==> src/rtl/run_ctrl_pkg.sv <==
// Shared types and default parameter values for the run controller.
package run_ctrl_pkg;

    typedef enum logic [2:0] {
        ST_IDLE = 3'd0,
        ST_HOLD = 3'd1,
        ST_RUN  = 3'd2,
        ST_HALT = 3'd3,
        ST_TMO  = 3'd4
    } state_t;

    localparam int DEF_CNT_W        = 32;
    localparam int DEF_PC_W         = 32;
    localparam int DEF_RESET_CYCLES = 2;
    localparam int DEF_MAX_CYCLES   = 750;
    localparam int DEF_HALT_REPEAT  = 3;

endpackage

==> src/rtl/sat_counter.sv <==
// Up-counter with enable and synchronous clear that sticks at all-ones.
module sat_counter #(
    parameter int W = 32
) (
    input  logic         clock,
    input  logic         reset,
    input  logic         clear,
    input  logic         enable,
    output logic [W-1:0] count
);

    always_ff @(posedge clock or negedge reset) begin
        if (!reset) begin
            count <= '0;
        end else if (clear) begin
            count <= '0;
        end else if (enable && (count != '1)) begin
            count <= count + W'(1);
        end
    end

endmodule

==> src/rtl/run_controller.sv <==
// Sequences a core through reset/run and stops it on a pc self-loop or a cycle budget.
// Define RUN_CTRL_INSTR_CNT_EN to build the retired-instruction counter; otherwise instr_count reads 0.
//   state | meaning
//   IDLE  | core held in reset, waiting for start
//   HOLD  | core reset held for RESET_CYCLES after start
//   RUN   | core executing, counters and halt detector active
//   HALT  | finished: pc repeated HALT_REPEAT times
//   TMO   | finished: cycle budget exhausted
module run_controller
    import run_ctrl_pkg::*;
#(
    parameter int CNT_W        = DEF_CNT_W,
    parameter int PC_W         = DEF_PC_W,
    parameter int RESET_CYCLES = DEF_RESET_CYCLES,
    parameter int MAX_CYCLES   = DEF_MAX_CYCLES,
    parameter int HALT_REPEAT  = DEF_HALT_REPEAT
) (
    input  logic             clock,
    input  logic             reset,
    input  logic             start,
    input  logic [PC_W-1:0]  pc,
    input  logic             pc_valid,
    output logic             core_reset,
    output logic             running,
    output logic             done,
    output logic             halted,
    output logic             timeout,
    output logic [CNT_W-1:0] cycle_count,
    output logic [CNT_W-1:0] instr_count
);

    localparam int HOLD_W = $clog2(RESET_CYCLES + 1);
    localparam int REP_W  = $clog2(HALT_REPEAT + 1);

    state_t             state;
    logic [HOLD_W-1:0]  hold_cnt;
    logic [REP_W-1:0]   rep_cnt;
    logic [REP_W-1:0]   rep_next;
    logic [PC_W-1:0]    last_pc;
    logic               start_accept;
    logic               in_run;
    logic               hold_last;
    logic               halt_hit;
    logic               tmo_hit;

    always_comb begin
        start_accept = start && ((state == ST_IDLE) || (state == ST_HALT) || (state == ST_TMO));
        in_run       = (state == ST_RUN);
        hold_last    = (state == ST_HOLD) && (hold_cnt == HOLD_W'(RESET_CYCLES - 1));
        // A zero repeat count means no valid pc seen yet in this run.
        if ((rep_cnt != '0) && (pc == last_pc)) begin
            rep_next = rep_cnt + REP_W'(1);
        end else begin
            rep_next = REP_W'(1);
        end
        halt_hit = in_run && pc_valid && (rep_next == REP_W'(HALT_REPEAT));
        tmo_hit  = in_run && (cycle_count != '1) &&
                   ((cycle_count + CNT_W'(1)) == CNT_W'(MAX_CYCLES));
    end

    sat_counter #(.W(HOLD_W)) u_hold_cnt (
        .clock  (clock),
        .reset  (reset),
        .clear  (start_accept),
        .enable (state == ST_HOLD),
        .count  (hold_cnt)
    );

    sat_counter #(.W(CNT_W)) u_cycle_cnt (
        .clock  (clock),
        .reset  (reset),
        .clear  (start_accept),
        .enable (in_run),
        .count  (cycle_count)
    );

`ifdef RUN_CTRL_INSTR_CNT_EN
    sat_counter #(.W(CNT_W)) u_instr_cnt (
        .clock  (clock),
        .reset  (reset),
        .clear  (start_accept),
        .enable (in_run && pc_valid),
        .count  (instr_count)
    );
`else
    assign instr_count = '0;
`endif

    always_ff @(posedge clock or negedge reset) begin
        if (!reset) begin
            state      <= ST_IDLE;
            core_reset <= 1'b1;
            running    <= 1'b0;
            done       <= 1'b0;
            halted     <= 1'b0;
            timeout    <= 1'b0;
            rep_cnt    <= '0;
            last_pc    <= '0;
        end else begin
            case (state)
                ST_IDLE, ST_HALT, ST_TMO: begin
                    if (start) begin
                        state      <= ST_HOLD;
                        core_reset <= 1'b1;
                        running    <= 1'b0;
                        done       <= 1'b0;
                        halted     <= 1'b0;
                        timeout    <= 1'b0;
                        rep_cnt    <= '0;
                        last_pc    <= '0;
                    end
                end
                ST_HOLD: begin
                    if (hold_last) begin
                        state      <= ST_RUN;
                        core_reset <= 1'b0;
                        running    <= 1'b1;
                    end
                end
                ST_RUN: begin
                    if (pc_valid) begin
                        rep_cnt <= rep_next;
                        last_pc <= pc;
                    end
                    // Halt takes priority when both finish causes land together.
                    if (halt_hit) begin
                        state      <= ST_HALT;
                        core_reset <= 1'b1;
                        running    <= 1'b0;
                        done       <= 1'b1;
                        halted     <= 1'b1;
                    end else if (tmo_hit) begin
                        state      <= ST_TMO;
                        core_reset <= 1'b1;
                        running    <= 1'b0;
                        done       <= 1'b1;
                        timeout    <= 1'b1;
                    end
                end
                default: begin
                    state      <= ST_IDLE;
                    core_reset <= 1'b1;
                    running    <= 1'b0;
                end
            endcase
        end
    end

endmodule

==> config.mk <==
export PLATFORM = sky130hd
export DESIGN_NAME = run_controller
export DESIGN_NICKNAME = d
export VERILOG_FILES = /design/src/rtl/run_ctrl_pkg.sv /design/src/rtl/sat_counter.sv /design/src/rtl/run_controller.sv
export SDC_FILE = /design/constraint.sdc
export NUM_CORES = 1
export LEC_CHECK = 0
export ABC_AREA = 1
export CAP_MARGIN = 0
export CORE_ASPECT_RATIO = 0.7
export CORE_MARGIN = 3
export CORE_UTILIZATION = 25
export CTS_CLUSTER_SIZE = 25
export DETAILED_ROUTE_END_ITERATION = 7
export PLACE_DENSITY_LB_ADDON = 0.08
export SLEW_MARGIN = 20
export SYNTH_ARGS = -nofsm -noshare
export SYNTH_HDL_FRONTEND = slang
export SYNTH_SLANG_ARGS = --single-unit
==> constraint.sdc <==
create_clock -name clock -period 2.7 [get_ports clock]
set_clock_uncertainty 0.05 [all_clocks]
set_input_delay 0.405 -clock clock [delete_from_list [all_inputs] [get_ports clock]]
set_output_delay 0.405 -clock clock [all_outputs]
set_load 0.005 [all_outputs]
# Word level (Yosys, flattened, before mapping)
# Cells that the tools add are included.
[totals] register_bits=76 output_inout_bits=69
[op_classes] eq_ne=17 n_addsub=3 reduce_logical=21 muxes=31
[op_table] op="two-way mux 32 bit" n=4
[op_table] op="one-hot mux 32 bit (2 select lines)" n=1
[op_table] op="adder 32 x 1 -> 32 bit, second input constant" n=1
[op_table] op="== test 32 x 10 -> 1 bit, second input constant" n=1
[op_table] op="== test 32 bit" n=1
[op_table] op="inequality test 32 bit, second input constant" n=1
[op_table] op="inequality test 2 bit, second input constant" n=7
[op_table] op="two-way mux 3 bit" n=4
[op_table] op="AND reduction 3 bit" n=4
[op_table] op="two-way mux 1 bit" n=10
[op_table] op="two-way mux 2 bit" n=5
[op_table] op="one-hot mux 3 bit (3 select lines)" n=1
[op_table] op="logical AND 1 bit" n=8
[op_table] op="nonzero test 2 bit" n=4
[op_table] op="== test 3 x 2 -> 1 bit, second input constant" n=2
[op_table] op="one-hot mux 1 bit (2 select lines)" n=3
[op_table] op="one-hot mux 1 bit (3 select lines)" n=2
[op_table] op="adder 2 x 1 -> 2 bit, second input constant" n=2
[op_table] op="one-hot mux 2 bit (2 select lines)" n=1
[op_table] op="AND reduction 4 bit" n=1
[op_table] op="== test 3 x 1 -> 1 bit, second input constant" n=1
[op_table] op="== test 3 bit, second input constant" n=1
[op_table] op="logical NOT 3 bit" n=1
[op_table] op="inequality test 3 bit, second input constant" n=1
[op_table] op="4 further kinds" n=5

# Logic depth before layout (Yosys ltp)
# Gate-level depths: netlist (run 1).
[depth] depth_word=7 ltp_mapped=17 depth_no_buf=17

# Modules after synthesis
# A second synthesis (run 1) with hierarchy kept.
[unflattened] cells_unflattened=910 area_unflattened_um2=5830.6
[modules_own_cells] module="run_controller" area_per_inst_um2=3480.8 instances=1 cells_each=552 seq_area_each_um2=1052.3
[modules_own_cells] module="sat_counter at u_cycle_cnt" area_per_inst_um2=2243.4 instances=1 cells_each=345 seq_area_each_um2=800.8
[modules_own_cells] module="sat_counter at u_hold_cnt" area_per_inst_um2=106.4 instances=1 cells_each=13 seq_area_each_um2=50.0

# Least setup slack after synthesis (run 1)
# Ideal clock, no wire load.
[synth_timing] path_type="reg2reg" start="register u_cycle_cnt.count[0]" end="register state[0]" path_buffers=0 setup_slack_ns=0.514 period_less_slack_ns=2.186 path_stages_with_launch=17 t_arrival_ns=2.012 required_ns=2.526 cell_sequence="dfrtp_1 -> ha_1 -> nand2_2 -> nor2_4 -> nand2_2 -> nor2_2 -> nand2_1 -> nand2_1 -> nand2_1 -> nor2_1 -> nand2_1 -> nor2_2 -> nand3_1 -> nand2_2 -> nand2_4 -> nand2_1 -> nand2_1"
[synth_via] elab_chain_len=5 word_cells_on_any_way=7
[synth_lines] element="start, declared" line_no="sat_counter.sv:9" rtl="output logic [W-1:0] count"
[synth_lines] element="start signal, assigned" line_no="sat_counter.sv:18" rtl="count <= count + W'(1);"
[synth_lines] element="adder 32 x 1 -> 32 bit / inequality test 32 bit (equally long branches)" line_no="run_controller.sv:58, run_controller.sv:57"
[synth_lines] element="== test 32 x 10 -> 1 bit / logical AND 1 bit (equally long branches)" line_no="run_controller.sv:58, run_controller.sv:57"
[synth_lines] element="logical AND 1 bit (*)" line_no="run_controller.sv:57" rtl="tmo_hit = in_run && (cycle_count != '1) &&"
[synth_lines] element="inequality test 3 bit (no source line) (*)"
[synth_lines] element="AND reduction 3 bit (no source line) (*)"
[synth_lines] element="end signal, assigned" line_no="run_controller.sv:91" rtl="state <= ST_IDLE;"
[synth_lines] element="end signal, assigned" line_no="run_controller.sv:103" rtl="state <= ST_HOLD;"
[synth_lines] element="end signal, assigned" line_no="run_controller.sv:115" rtl="state <= ST_RUN;"
[synth_lines] element="end, declared" line_no="run_controller.sv:35" rtl="state_t state;"
# Mark *: on every way between the ends. The rest lies on a longest branch, timed or not.
# A chain may end at the register's enable or synchronous reset.

# Worst setup path in the final report (run 1)
[layout_timing] start="register u_cycle_cnt.count[1]" end="register state[0]"
# The elaborated chain is that of the path after synthesis.

==> summary.txt, run 1 <==
# IOs - 105
Die footprint - 0.0213 mm²
Number of global-route vias before repair - 4360
CTS Buf Count - 9
Cell area power density - 714 mW/mm²
Largest family of logic cells by synthesized area - simple AND/OR/NAND/NOR gates
Vias per cell - 4.33
Status - finished clean
Cells after Synth - 702
Routed Antenna Nets - 0
DIE HEIGHT - 123 µm
N_diodes - 0
Synth Cell Area - 0.00488 mm²
XOR/XNOR Fraction of Synth Area - 2.15%
Grt total ovfl - 0
Maximum vdd drop - 459 µV
Setup CP Type - flip-flop to flip-flop
Max Slew Vio Count - 0
Die width - 173 µm
# DRC - 0
Worst-Skew Late Latency - 340 ps
Worst Hold Class - flip-flop to flip-flop
DP HPWL - 11400 µm
Mux share of post-synthesis cell area - 0.205%
Fin util - 32.9%
Layout cells sized above 1 - 8.54%
Synth unique cells - 30
Final setup fails - 0
1st-iter DRT viols - 332
Warnings, synthesis - 0
First-pass DRT Iterations - 4
CP arrival - 2670 ps
Commonest non-fill, non-tap cell in the layout - nand2_1
First-pass GRT wire length - 23900 µm
Fraction of the mapped netlist area in simple logic gates - 31.1%
Post-synthesis sequential area ratio - 39.0%
Initial core utilization - 25.7%
Endpoint class of the critical path - flip-flop
Adder-Cell Fraction of Synth Area - 1.28%
Placed cell area - 0.00589 mm²
Fin. Hold Viols - 0
Maximum clock frequency - 402 MHz
Final Wtd Congestion - 0.847
Final instance area - 0.00625 mm²
Max Cap Viol - 0
P_leak - 2.78 nW
Commonest non-fill, non-tap cells in the layout - nand2_1, inv_1, nor2_1, dfrtp_1, clkdlybuf4s50_1
Clock buffer depth - 2
Clock slew at reported path FFs - 60 ps
Largest net degree at the start of global routing - 45
Final WL - 15000 µm
CP Launch Type - flip-flop
WL/cell - 14.1 µm
GRT Util Overall - 14.3%
Clock root buffer - clkbuf_16
Total vias in the final route - 4590
Seq cells post-synth - 76
Period utilization - 92.2%
Layout area overhead - 28.0%
Initial antenna violation count - 0
CTS tree - yes
# Post-CTS Setup Buffers - 0
FP Rows - 42
Worst-path fanout max - 8
Clock tree sinks - 76
H-tree level count - 3
Worst Path Required - 2880 ps
Final #Nets - 832
Crit path time final - 2490 ps
Port Buffers - 72
Post-synthesis compound-gate area fraction - 12.1%
Average cell area after synthesis - 6.96 µm²
Core area - 0.0190 mm²
[cells in the mapped netlist (all sizes together)]
master	count	area share (%)
dfrtp	75	38
xnor2	6	1.1
nand3	40	4.1
nor2	96	8.3
and2	2	0.26
buf	36	5.6
clkbuf	7	0.54
clkinv	1	0.077
a211oi	1	0.15
conb	1	0.077
o21ai	46	4.7
nand3b	1	0.15
inv	103	7.9
mux2i	1	0.20
nand2	220	17
dfstp	1	0.54
o22ai	33	5.0
a21oi	3	0.31
a22o	11	2.0
ha	5	1.3
nand4	7	0.90
xor2	6	1.1
[worst max-delay path: stages, from the launching register on]
cell	delay, ps
dfrtp_1	350
ha_2	210
nand2_2	80
nor2_4	270
nand2_1	90
nor2_1	290
nand2_1	90
nand2_1	60
nand2_1	80
nor2_1	150
nand2_1	70
nor2_1	130
nand3_2	120
nand2_4	130
nand2_4	70
nand2_1	70
nand2_1	40
[cell type report]
type	instances	area (µm²)
Timing Repair Buffer	90	868
Clock buffer	9	225
Inverter	104	393
Tap cell	264	330
Multi-Input combinational cell	510	2440
Clock inverter	7	91.3
Sequential cell	76	1900
Fill cell	2035	12800
[registers in the layout, summed over array words and instances, names as in the netlist]
register / count
running: 1
timeout: 1
u_cycle_cnt.count: 32
rep_cnt: 2
done: 1
state: 3
u_hold_cnt.count: 2
last_pc: 32
halted: 1
core_reset: 1
[stage by stage]
step | hold WS (ps) | worst slack, ps | power (W) | instances | setup TNS, ps
floorplan | 59.4 | 514 | 0.00266 | 733 | 0
global placement | 357 | 41.9 | 0.00315 | 1043 | 0
detailed placement | 348 | 157 | 0.00317 | 1043 | 0
CTS | 435 | 105 | 0.00452 | 1060 | 0
global route | 459 | -30.1 | 0.00481 | 1060 | -56.2
finish | 423 | 210 | 0.00447 | 1060 | 0
[layer usage]
metal / track usage [%] / up-vias / share of wire, %
met5: 0 / - / 0
met4: 3.69 / 0 / 1.1
met3: 3.19 / 10 / 5.7
met2: 19.5 / 121 / 39
met1: 22.4 / 2132 / 54
li1: - / 2327 / -
[worst paths after layout]
check	to	cells after the start	slack, ps	from
setup / recovery	state[0]	16	210	u_cycle_cnt.count[1]
hold / removal	core_reset	2	420	core_reset
setup reg to reg	state[0]	16	210	u_cycle_cnt.count[1]
hold reg to reg	core_reset	2	420	core_reset
max in group asynchronous	core_reset	3	1400	reset
min in group asynchronous	u_cycle_cnt.count[6]	2	520	reset
[where the power goes]
| part | switching [W] | internal, W |
|---|---|---|
| Clock | 0.000509 | 0.000806 |
| Sequential | 0.000156 | 0.00140 |
| Combinational | 0.00101 | 0.000584 |
[logic make-up (layout without fill, tap and decap cells)]
logic type	count (synthesis)	count (layout)
AOI/OAI and AO/OA	94	94
xor gates and xnor gates	12	12
adders and majority gates	5	5
buffers and inverters	147	210
DFF	76	76
muxes	1	1
other	1	32
and+or+nand+nor	366	366
[what timing repair did]
| action | 4_1_cts | 5_1_grt |
|---|---|---|
| hold endpoints to repair | 32 | 0 |
| hold buffers | 1 | 0 |
| gates resized for setup | 0 | 12 |
| setup endpoints to repair | 0 | 23 |
No activity file was read; power rests on OpenSTA's default activity.
==> run 2: changes to the inputs <==
- CTS_CLUSTER_DIAMETER: not set -> 60
==> results of run 2 <==
The final DEF is identical to that of run 1; final timing and power are the same.
==> run 3: changes to the inputs <==
- CORE_ASPECT_RATIO: 0.7 -> 1.25
- SLEW_MARGIN: 20 -> not set
==> summary.txt, run 3 (same netlist as run 1, synthesis figures left out) <==
Status - finished with violations
Failing checks - hold timing
Worst slew pin tran - 629 ps
Placed cell count - 1037
Worst hold slack - -14.7 ps
Worst-Skew Late Latency - 340 ps
R2R Path Start - u_cycle_cnt.count[0]
Worst-path fanout max - 29
GRT Util Overall - 14.1%
RSZ-0062 raised after global routing - false
Final #Nets - 828
Grt total ovfl - 0
Max Slew Vio Count - 0
Setup CP Type - flip-flop to flip-flop
Fin. Hold Viols - 7
Crit path time final - 2470 ps
1st-iter DRT viols - 201
H-tree level count - 3
Worst r2r dst - u_cycle_cnt.count[29]
Vias per cell - 4.34
Post-Layout Cell Count - 1053
DIE HEIGHT - 162 µm
Largest net degree at the start of global routing - 43
Relative slew slack - 58.0%
Core area - 0.0190 mm²
# resized after CTS - 0
WL/cell - 14.0 µm
Top Registers - last_pc (32), u_cycle_cnt.count (32), state (3)
Endpoint class of the critical path - flip-flop
Final WL - 14800 µm
Die width - 131 µm
Commonest non-fill, non-tap cell in the layout - nand2_1
Clock root buffer - clkbuf_16
CP Launch Type - flip-flop
Maximum vdd drop - 309 µV
CP arrival - 2650 ps
Clock tree sinks - 76
Commonest non-fill, non-tap cells in the layout - nand2_1, inv_1, nor2_1, dfrtp_1, clkdlybuf4s50_1
# DRC - 0
Reg2Reg Depth - 12
Fill count - 2075
# Post-CTS Setup Buffers - 0
P_leak - 2.74 nW
FP Rows - 56
CTS Buf Count - 9
Routed Antenna Nets - 0
Final setup fails - 0
N_diodes - 0
Worst Path Required - 2880 ps
Initial antenna violation count - 0
Layout cells sized above 1 - 7.95%
Period utilization - 91.5%
Placed cell area - 0.00586 mm²
CTS tree - yes
Number of global-route vias before repair - 4610
Final instance area - 0.00617 mm²
# IOs - 105
Total vias in the final route - 4571
Clock buffer depth - 2
R2R Setup Slk - 230 ps
Final setup TNS - 0 ps
Power Total - 0.00432 W
Port Buffers - 72
Final Wtd Congestion - 0.887
Die footprint - 0.0213 mm²
First-pass GRT wire length - 23300 µm
Max Cap Viol - 0
DP HPWL - 11400 µm
Clock slew at reported path FFs - 60 ps
First-pass DRT Iterations - 5
Worst Hold Class - input pin to asynchronous set/reset pin
Layout area overhead - 26.2%
Maximum clock frequency - 405 MHz
Initial core utilization - 25.7%
Cell area power density - 700 mW/mm²
Hold buffer count at cts - 0
==> run 3: cell count changes in the layout (fill, tap and decap cells not counted), sizes merged <==
| cell | change |
|---|---|
| dlygate4sd3 | -1 |
| clkinv | -1 |
| clkbuf | +3 |
| buf | -3 |
| bufinv | -2 |
==> run 3: cell type report <==
class / count / area [µm²] / share of cell area (%)
Clock buffer: 12 / 267 / 4.32
Clock inverter: 4 / 22.5 / 0.365
Inverter: 104 / 390 / 6.33
Multi-Input combinational cell: 510 / 2420 / 39.3
Sequential cell: 76 / 1900 / 30.9
Tap cell: 261 / 327 / 5.30
Timing Repair Buffer: 86 / 836 / 13.6
==> run 3: how the worst max path moves through the flow <==
stage                               from               endpoint  slack [ps]
floorplan           u_cycle_cnt.count[0]               state[0]         510
global placement    u_cycle_cnt.count[0]  u_cycle_cnt.count[29]         120
detailed placement                pc[17]               state[0]         160
CTS                 u_cycle_cnt.count[0]  u_cycle_cnt.count[29]         150
global route        u_cycle_cnt.count[2]               state[1]           2
finish              u_cycle_cnt.count[0]  u_cycle_cnt.count[29]         230
==> run 3: metrics by stage <==
step	util, %	setup slack [ps]
final	32.5	230
after global routing	32.5	2.45
after CTS	32.4	151
after detailed placement	30.9	161
after global placement	30.9	119
after floorplan	-	514
==> run 3: routing by layer <==
metal	vias to the layer above	GRT usage (%)	share of wire [%]
li1	2332	-	-
met1	2122	16.0	42
met2	101	25.7	53
met3	16	2.47	4.2
met4	0	5.29	1.5
met5	-	0	0
==> run 3: critical path, stage by stage (launching register included) <==
cell and delay [ps]:
dfrtp_1 350, ha_1 220, nand2_2 90, nor2_4 170, buf_4 160, nand2_2 80
nor2_2 180, nand3b_1 110, nand2_2 90, inv_1 60, nor2_2 190, inv_2 280
o21ai_0 320
==> run 3: report_power, final <==
| part | switching, W | leakage, nW | internal, W |
|---|---|---|---|
| clock | 0.000512 | 0.144 | 0.000694 |
| combinational | 0.000982 | 1.56 | 0.000576 |
| sequential | 0.000156 | 1.04 | 0.00140 |
| total | 0.00165 | 2.74 | 0.00267 |
